==> src/rtl/pipe_skid_reg64_pkg.sv <==
// Shared definitions for the 64-bit pipeline skid stage: state encoding
// (numerically equal to the number of held entries) and default width.
package pipe_skid_reg64_pkg;

  localparam int DATA_WIDTH = 64;

  // Encoding doubles as the occupancy count: 0, 1 or 2 words held.
  typedef enum logic [1:0] {
    ST_EMPTY = 2'd0,
    ST_BUSY  = 2'd1,
    ST_FULL  = 2'd2
  } state_t;

endpackage

==> src/rtl/pipe_skid_reg64_if.sv <==
// Upstream and downstream valid/ready/data bundle for the skid stage.
// The slave modport is the stage itself; the master modport is its environment.
interface pipe_skid_reg64_if
  import pipe_skid_reg64_pkg::*;
#(
  parameter int WIDTH = DATA_WIDTH
) ();

  logic             in_valid;
  logic             in_ready;
  logic [WIDTH-1:0] in_data;
  logic             out_valid;
  logic             out_ready;
  logic [WIDTH-1:0] out_data;

  modport slave (
    input  in_valid,
    input  in_data,
    output in_ready,
    output out_valid,
    input  out_ready,
    output out_data
  );

  modport master (
    output in_valid,
    output in_data,
    input  in_ready,
    input  out_valid,
    output out_ready,
    input  out_data
  );

endinterface

==> src/rtl/pipe_skid_reg64.sv <==
// Registered pipeline-stage receiver with a one-entry skid buffer.
// in_ready comes straight from a flop so no combinational ready path crosses
// the stage boundary; the skid entry absorbs the word that upstream may still
// present in the cycle after ready falls.
module pipe_skid_reg64
  import pipe_skid_reg64_pkg::*;
#(
  parameter int WIDTH = DATA_WIDTH
) (
  input  logic                    clk,
  input  logic                    rst,
  input  logic                    flush,
  pipe_skid_reg64_if.slave        bus,
  output logic [1:0]              occupancy
);

  state_t             state_reg;
  state_t             state_next;
  logic [WIDTH-1:0]   main_d_reg;
  logic [WIDTH-1:0]   skid_d_reg;
  logic               in_ready_reg;

  logic               accept;
  logic               issue;
  logic               load_main_in;
  logic               load_main_skid;
  logic               load_skid_in;

  // Main register is valid in BUSY and FULL; skid is valid only in FULL.
  assign bus.out_valid = (state_reg != ST_EMPTY);
  assign bus.out_data  = main_d_reg;
  assign bus.in_ready  = in_ready_reg;
  assign occupancy     = state_reg;

  assign accept = bus.in_valid & in_ready_reg;
  assign issue  = bus.out_valid & bus.out_ready;

  // Next-state and data-steering decisions; flush squashes everything.
  always_comb begin
    state_next     = state_reg;
    load_main_in   = 1'b0;
    load_main_skid = 1'b0;
    load_skid_in   = 1'b0;
    if (flush) begin
      state_next = ST_EMPTY;
    end else begin
      case (state_reg)
        ST_EMPTY: begin
          if (accept) begin
            state_next   = ST_BUSY;
            load_main_in = 1'b1;
          end
        end
        ST_BUSY: begin
          if (accept && issue) begin
            load_main_in = 1'b1;
          end else if (accept) begin
            state_next   = ST_FULL;
            load_skid_in = 1'b1;
          end else if (issue) begin
            state_next = ST_EMPTY;
          end
        end
        ST_FULL: begin
          // in_ready is low here, so only the drain path matters.
          if (issue) begin
            state_next     = ST_BUSY;
            load_main_skid = 1'b1;
          end
        end
        default: state_next = ST_EMPTY;
      endcase
    end
  end

  // State, data and registered ready; reset wins over flush.
  always_ff @(posedge clk) begin
    if (rst) begin
      state_reg    <= ST_EMPTY;
      main_d_reg   <= '0;
      skid_d_reg   <= '0;
      in_ready_reg <= 1'b1;
    end else begin
      state_reg    <= state_next;
      in_ready_reg <= (state_next != ST_FULL);
      if (load_main_in) begin
        main_d_reg <= bus.in_data;
      end else if (load_main_skid) begin
        main_d_reg <= skid_d_reg;
      end
      if (load_skid_in) begin
        skid_d_reg <= bus.in_data;
      end
    end
  end

endmodule

==> src/flat_wrapper.sv <==
// flat-port wrapper written by rule: the top's interface ports become plain ports
module pipe_skid_reg64_flat import pipe_skid_reg64_pkg::*;
#(
  parameter int WIDTH = DATA_WIDTH
)
  (clk, rst, flush, occupancy, bus_in_valid, bus_in_data, bus_in_ready, bus_out_valid, bus_out_ready, bus_out_data);
  pipe_skid_reg64_if #(.WIDTH(WIDTH)) bus_i ();
  input  logic clk;
  input  logic rst;
  input  logic flush;
  output logic [1:0] occupancy;
  input wire logic [$bits(bus_i.in_valid)-1:0] bus_in_valid;
  input wire logic [$bits(bus_i.in_data)-1:0] bus_in_data;
  output wire logic [$bits(bus_i.in_ready)-1:0] bus_in_ready;
  output wire logic [$bits(bus_i.out_valid)-1:0] bus_out_valid;
  input wire logic [$bits(bus_i.out_ready)-1:0] bus_out_ready;
  output wire logic [$bits(bus_i.out_data)-1:0] bus_out_data;
  assign bus_i.in_valid = bus_in_valid;
  assign bus_i.in_data = bus_in_data;
  assign bus_in_ready = bus_i.in_ready;
  assign bus_out_valid = bus_i.out_valid;
  assign bus_i.out_ready = bus_out_ready;
  assign bus_out_data = bus_i.out_data;
  pipe_skid_reg64 #(.WIDTH(WIDTH)) u_core (.clk(clk), .rst(rst), .flush(flush), .bus(bus_i), .occupancy(occupancy));
endmodule
==> config.mk <==
export PLATFORM = sky130hd
export DESIGN_NAME = pipe_skid_reg64_flat
export DESIGN_NICKNAME = d
export VERILOG_FILES = /design/src/rtl/pipe_skid_reg64_pkg.sv /design/src/rtl/pipe_skid_reg64_if.sv /design/src/rtl/pipe_skid_reg64.sv /design/src/flat_wrapper.sv
export SDC_FILE = /design/constraint.sdc
export NUM_CORES = 1
export LEC_CHECK = 0
export ABC_AREA = 1
export BUFFER_PORTS_ARGS = -buffer_cell sky130_fd_sc_hd__buf_4
export CAP_MARGIN = 30
export CORE_ASPECT_RATIO = 2
export CORE_UTILIZATION = 49
export DETAILED_ROUTE_END_ITERATION = 7
export PLACE_DENSITY = 0.89
export SETUP_SLACK_MARGIN = 0.5
export SLEW_MARGIN = 20
export SYNTH_ARGS = -nofsm -noshare
export SYNTH_HDL_FRONTEND = slang
export SYNTH_SLANG_ARGS = --single-unit
export TNS_END_PERCENT = 1
==> constraint.sdc <==
create_clock -name clk -period 1.1 [get_ports clk]
set_input_delay 0.22 -clock clk [delete_from_list [all_inputs] [get_ports clk]]
set_output_delay 0.22 -clock clk [all_outputs]
set_load 0.02 [all_outputs]
==> impl_metrics.csv, run 1 <==
group,metric,value,unit
timing,max_slew_margin,78.7,%
power_and_ir_drop,p_sw,3.20,mW
logic_synthesis,synth-adder-area-share,0,%
floorplan,die_h,156,microns
logic_synthesis,synthesis.nets,935,
global_routing,grt_pass1_wl,26200,microns
critical_path,crit_top_cell,"nand2_1",
drt,remaining_drc_errors,0,
power_and_ir_drop,power.leakage,3.76,nW
timing,min_period,1.40,ns
logic_synthesis,syn_area,5840,sq um
critical_path,crit_path_max_incr_delay,0.36,ns
critical_path,path_class,"reg2reg",
logic_synthesis,yosysWarningCount,0,
placed_design,dp_cells,1108,
floorplan,ios,137,
critical_path,cp.arrival,1.72,ns
logic_synthesis,netlist_top_cells_area,"dfxtp_1 45%, nand2_1 13%, nand3_1 11%",
drt,num_vias,6090,
floorplan,die_x,79.2,microns
power_and_ir_drop,seqPwrFrac,41.5,%
global_routing,grt_max_degree,66,
clock_tree,cts_tree,"built",
critical_path,path_buf_inv,2,
final_layout,fin_cells,1142,
floorplan,start_util,50.2,%
drt,drtIter0Drc,392,
critical_path,path_delay_family,"simple AND/OR/NAND/NOR gates",
critical_path,worstPathRequired,1.42,ns
drt,viasPerCell,5.33,
logic_synthesis,synth.top_cell.area_share,44.9,%
logic_synthesis,yosys.area_share.simple,32.7,%
logic_synthesis,synthMuxAreaShare,0,%
logic_synthesis,ys_seq_area_share,44.9,%
timing,fmax,716,MHz
drt,drtPass1Iterations,5,
logic_synthesis,netlist_instances,866,
placed_design,dp_hpwl,9680,microns
global_routing,globalRouteOverflowTotal,0,
logic_synthesis,synth_compound_area_share,11.5,%
logic_synthesis,synth_seq_cells,131,
placed_design,io_buffers,136,
floorplan,std_cell_rows,56,
outcome,status,"complete, but fails checks",
floorplan,coreArea,11600,sq um
critical_path,worstSetupStartpointType,"flop",
drt,drt-total-wl,16400,microns
final_layout,drive_above_1_share,28.1,%
power_and_ir_drop,power_density,1520,nW/um^2
global_routing,busiest_layer,"met2",
logic_synthesis,synth_cell_type_count,19,
placed_design,gp_congestion,0.802,
clock_tree,cts.sinks,131,
final_layout,diodes,0,
power_and_ir_drop,power.share.clock,44.2,%
critical_path,reg2regPathDepth,7,
timing,worstMarginPinSlew,0.320,ns
clock_tree,clk_latency,0.41,ns
floorplan,dieArea,12400,sq um
final_layout,nets,1053,
global_routing,grtUsageMet1,30.3,%
power_and_ir_drop,power_frac_comb,14.3,%
final_layout,area_delta_synth_final,40.0,%
timing,holdWs,0.0555,ns
outcome,violations,"setup timing",
worst_hold_path,hold_depth,3,
logic_synthesis,synth-xor-area-share,0,%
timing,fin_skew,0.0112,ns
critical_path,crit_slowest_cell,"dfxtp_4",
clock_tree,root_buffer,"clkbuf_16",
timing,finalMaxSlewViolations,0,
placed_design,dp_slack,-0.290,ns
critical_path,crit_cells,7,
power_and_ir_drop,p_int,9.22,mW
critical_path,crit_fanout,32,
critical_path,cp_cell_sequence,"nor3_4 > buf_4 > nand2_4 > buf_12 > nand2_1 > nand2_1 > a21oi_1",
timing,setup-tns-final,-30.79,ns
global_routing,use_met3,4.49,%
power_and_ir_drop,p_sw_share,25.8,%
worst_hold_path,hp-class,"in2reg",
clock_tree,cts.path.max_buffers,2,
clock_tree,clkTransAtPathRegs,0.06,ns
timing,rsz0062_at_grt,"true",
timing,hold_viol_final,0,
drt,wl_per_cell,14.3,microns
global_routing,antenna_found_initial,0,
timing,final-setup-viol-count,137,
global_routing,grtUsageTotal,26.8,%
drt,ant_nets,0,
power_and_ir_drop,ir_drop,1210,uV
global_routing,grt_pass1_vias,5717,
clock_tree,cts_buffers,17,
timing,worst_slack,-0.296,ns
logic_synthesis,synth_area_per_cell,6.74,sq um
logic_synthesis,synth_top_area_cell,"dfxtp_1",
run,maxCapViolations,0,
logic_synthesis,synth_top_family_by_area,"simple AND/OR/NAND/NOR gates",
critical_path,critPathCaptureType,"flop",
clock_tree,htreeDepth,4,
timing,fin_crit_sh,127,%
global_routing,grt_use_met2,46.2,%
[final cells by class]
| cell class | count | area, sq um |
|---|---|---|
| clock inverters | 13 | 135 |
| inverters | 73 | 279 |
| flip-flops and latches | 131 | 2710 |
| repair buffers | 167 | 1780 |
| well taps | 145 | 181 |
| fillers | 882 | 3460 |
| multi-input cells | 594 | 2650 |
| clock buffers | 19 | 443 |
[metrics by stage]
step / area (sq um) / power, mW / utilization (%)
2_1_floorplan: 5840 / 6.05 / -
3_3_place_gp: 7190 / 6.78 / 61.8
3_5_place_dp: 7190 / 6.81 / 61.8
4_1_cts: 8160 / 12.5 / 70.1
5_1_grt: 8170 / 12.8 / 70.3
6_report: 8170 / 12.4 / 70.3
[layer usage]
layer | vias up | share of wire [%]
li1 | 2987 | -
met1 | 2790 | 38
met2 | 264 | 52
met3 | 49 | 5.4
met4 | 0 | 4.0
met5 | - | 0
[synth_stat cells]
library cell  instances
nand4_1               1
clkbuf_1             18
o21ai_1               1
nor3_2                2
clkbuf_2              6
o31ai_1               1
nand3_1             131
inv_1                71
dfxtp_1             131
nand2_1             198
o211ai_1              1
buf_1                 2
a21oi_1              64
nor2_1              129
inv_2                 2
buf_2                33
buf_6                 6
o21ai_0              66
buf_4                 3
[power groups by stage]
stage                     sequential [mW]  clock, mW  combinational, mW
after detailed placement             5.20          0               1.61
final                                5.15       5.49               1.77
after global placement               5.19          0               1.58
after CTS                            5.15       5.55               1.75
after floorplan                      5.37          0              0.681
after global routing                 5.18       5.74               1.92
[tightest hold or removal path, stage by stage]
cell     delay, ns
buf_4         0.08
o21ai_1       0.06
nor2_1        0.07
[cell usage in the layout (no fill, tap or decap), drive strengths merged]
cell type / instances
clkinvlp: 2
nand2: 198
buf: 167
a21oi: 64
clkbuf: 19
o211ai: 1
dfxtp: 131
o21ai: 67
nor2: 129
nand3: 131
clkinv: 9
o31ai: 1
bufinv: 2
inv: 73
nand4: 1
nor3: 2
[cell families after synthesis]
| family | after synthesis |
|---|---|
| buf+inv | 141 |
| simple gates | 461 |
| flops | 131 |
| compound gates | 133 |
[repair_timing]
item | 4_1_cts | 5_1_grt
hold buffers | 0 | 0
endpoints found under the setup margin | 199 | 199
pin swaps | 14 | 1
gates resized for setup | 192 | 14
gates cloned | 0 | 0
buffers inserted | 2 | 0
[worst paths after layout]
path	endpoint	slack, ns	startpoint
max reg2reg	u_core.bus.out_data[5]	-0.30	u_core.occupancy[1]
min reg2reg	u_core.skid_d_reg[14]	0.47	u_core.skid_d_reg[14]
min	u_core.skid_d_reg[25]	0.06	bus_in_data[25]
max	u_core.bus.out_data[5]	-0.30	u_core.occupancy[1]
Power figures use the tool's default switching activity.
==> run 2, diff against run 1 <==
TNS_END_PERCENT = default   (was 1)
==> run 2 against run 1 <==
Net effect:
- the flow still finishes with violations (setup timing)
- total power increased by 5.2%
- global-route usage increased by 3.8 points
- first-iteration DRC count increased by 23%
- wire length increased by 23%
- worst hold slack about the same
- non-clock buffer count increased by 19
- via count increased by 7.3%
- critical path depth increased by 1
- combinational power increased by 13%
- worst setup slack got worse by 0.27 ns
==> impl_metrics.csv, run 2 (same netlist as run 1, synthesis figures left out) <==
group,metric,value,unit
final_layout,drive_above_1_share,35.0,%
timing,worstMarginPinSlew,0.629,ns
floorplan,die_h,156,microns
drt,drtPass1Iterations,5,
timing,fmax,601,MHz
outcome,status,"complete, but fails checks",
clock_tree,cts_tree,"built",
critical_path,crit_fanout,9,
floorplan,std_cell_rows,56,
global_routing,grt_max_degree,49,
drt,viasPerCell,5.63,
floorplan,dieArea,12400,sq um
power_and_ir_drop,power.leakage,3.88,nW
placed_design,gp_congestion,0.814,
placed_design,dp_hpwl,10800,microns
timing,min_period,1.66,ns
timing,max_slew_margin,58.1,%
run,maxCapViolations,0,
final_layout,area_delta_synth_final,46.2,%
global_routing,grt_pass1_wl,29100,microns
clock_tree,cts.path.max_buffers,2,
power_and_ir_drop,power_density,1530,nW/um^2
drt,num_vias,6534,
final_layout,diodes,0,
critical_path,path_class,"reg2reg",
drt,drt-total-wl,20100,microns
drt,remaining_drc_errors,0,
drt,ant_nets,0,
drt,wl_per_cell,17.3,microns
critical_path,cp.arrival,2.00,ns
worst_hold_path,hp-class,"in2reg",
final_layout,mostFrequentLayoutCells,"166 x nand2_1, 128 x nor2_1, 123 x nand3_1, 123 x buf_4, 68 x inv_1",
clock_tree,cts_buffers,17,
outcome,violations,"setup timing",
global_routing,grtUsageTotal,30.7,%
clock_tree,clk_latency,0.43,ns
clock_tree,cts.sinks,131,
clock_tree,root_buffer,"clkbuf_16",
final_layout,seqCellArea,2720,sq um
critical_path,worstPathRequired,1.44,ns
critical_path,worstSetupStartpointType,"flop",
timing,worst_slack,-0.565,ns
final_layout,multi_input_area,2840,sq um
floorplan,die_x,79.2,microns
placed_design,dp_slack,-0.328,ns
timing,holdWs,0.0554,ns
final_layout,mostFrequentLayoutCell,"nand2_1",
clock_tree,htreeDepth,4,
global_routing,antenna_found_initial,0,
timing,rsz0062_at_grt,"true",
final_layout,fin_area,8530,sq um
power_and_ir_drop,ir_drop,1200,uV
timing,fin_skew,0.00631,ns
timing,hold_viol_final,0,
timing,final-setup-viol-count,189,
global_routing,globalRouteOverflowTotal,0,
critical_path,critPathCaptureType,"flop",
final_layout,nets,1072,
floorplan,ios,137,
global_routing,grt_pass1_vias,6138,
timing,finalMaxSlewViolations,0,
drt,drtIter0Drc,484,
placed_design,dpl_cell_area,7180,sq um
final_layout,nFillCells,841,
timing,fin_crit_sh,151,%
floorplan,start_util,50.2,%
clock_tree,clkTransAtPathRegs,0.06,ns
placed_design,io_buffers,136,
floorplan,coreArea,11600,sq um
[run 2: cell types whose count changed in the layout (fill, tap and decap cells not counted), sizes merged]
cell / previous run / this run
clkinv: 9 / 7
buf: 167 / 181
clkbuf: 19 / 25
bufinv: 2 / 3
[run 2: timing repair]
action / in CTS / in global routing
pin swaps: 11 / 13
gates cloned: 4 / 5
resized for setup: 55 / 64
setup buffers: 4 / 6
endpoints found under the setup margin: 199 / 199
hold buffers: 0 / 0
[run 2: final timing paths]
| check | startpoint | to | slack (ns) | cells after the start |
|---|---|---|---|---|
| hold / removal | bus_in_data[63] | u_core.skid_d_reg[63] | 0.06 | 3 |
| hold reg to reg | u_core.bus.out_data[23] | u_core.bus.out_data[23] | 0.48 | 2 |
| setup / recovery | u_core.bus.in_ready | u_core.bus.out_data[40] | -0.56 | 8 |
| setup reg to reg | u_core.bus.in_ready | u_core.bus.out_data[40] | -0.56 | 8 |
[run 2: layout make-up]
class                   count  share of cell area, %
clock buffers              20                   5.47
clock inverters            12                   1.82
inverters                  73                   3.30
multi-input cells         594                   33.3
flip-flops and latches    131                   31.9
well taps                 145                   2.13
repair buffers            186                   22.1
[run 2: worst max-delay path, cell delays in order, from the launching register on]
cell and delay (ns):
dfxtp_4 0.37, nand2_4 0.07, nor3_4 0.29, buf_6 0.18, nand2_8 0.14, buf_12 0.18, nand2_1 0.09, nand2_1 0.09
a21oi_1 0.16
[run 2: per-stage QoR]
step	util, %	total power, mW	std cells	setup TNS, ns
2_1_floorplan	-	6.11	866	-21.16
3_3_place_gp	61.7	6.79	1110	-29.88
3_5_place_dp	61.7	6.83	1110	-35.76
4_1_cts	70.1	12.8	1150	-40.16
6_report	73.4	13.1	1161	-59.69
5_1_grt	73.4	13.5	1161	-66.88
[run 2: power breakdown]
| group | internal, mW | total, mW | switching, mW |
|---|---|---|---|
| clock network | 3.74 | 5.91 | 2.17 |
| logic | 0.915 | 2.00 | 1.08 |
| registers | 4.99 | 5.15 | 0.160 |
| total | 9.65 | 13.1 | 3.41 |
[run 2: layer usage]
layer	part of all wire, %	routed length, microns	track usage [%]
met1	34	6810	30.8
met2	52	10500	55.5
met3	7.4	1500	5.66
met4	6.4	1280	21.0
met5	0	0	0
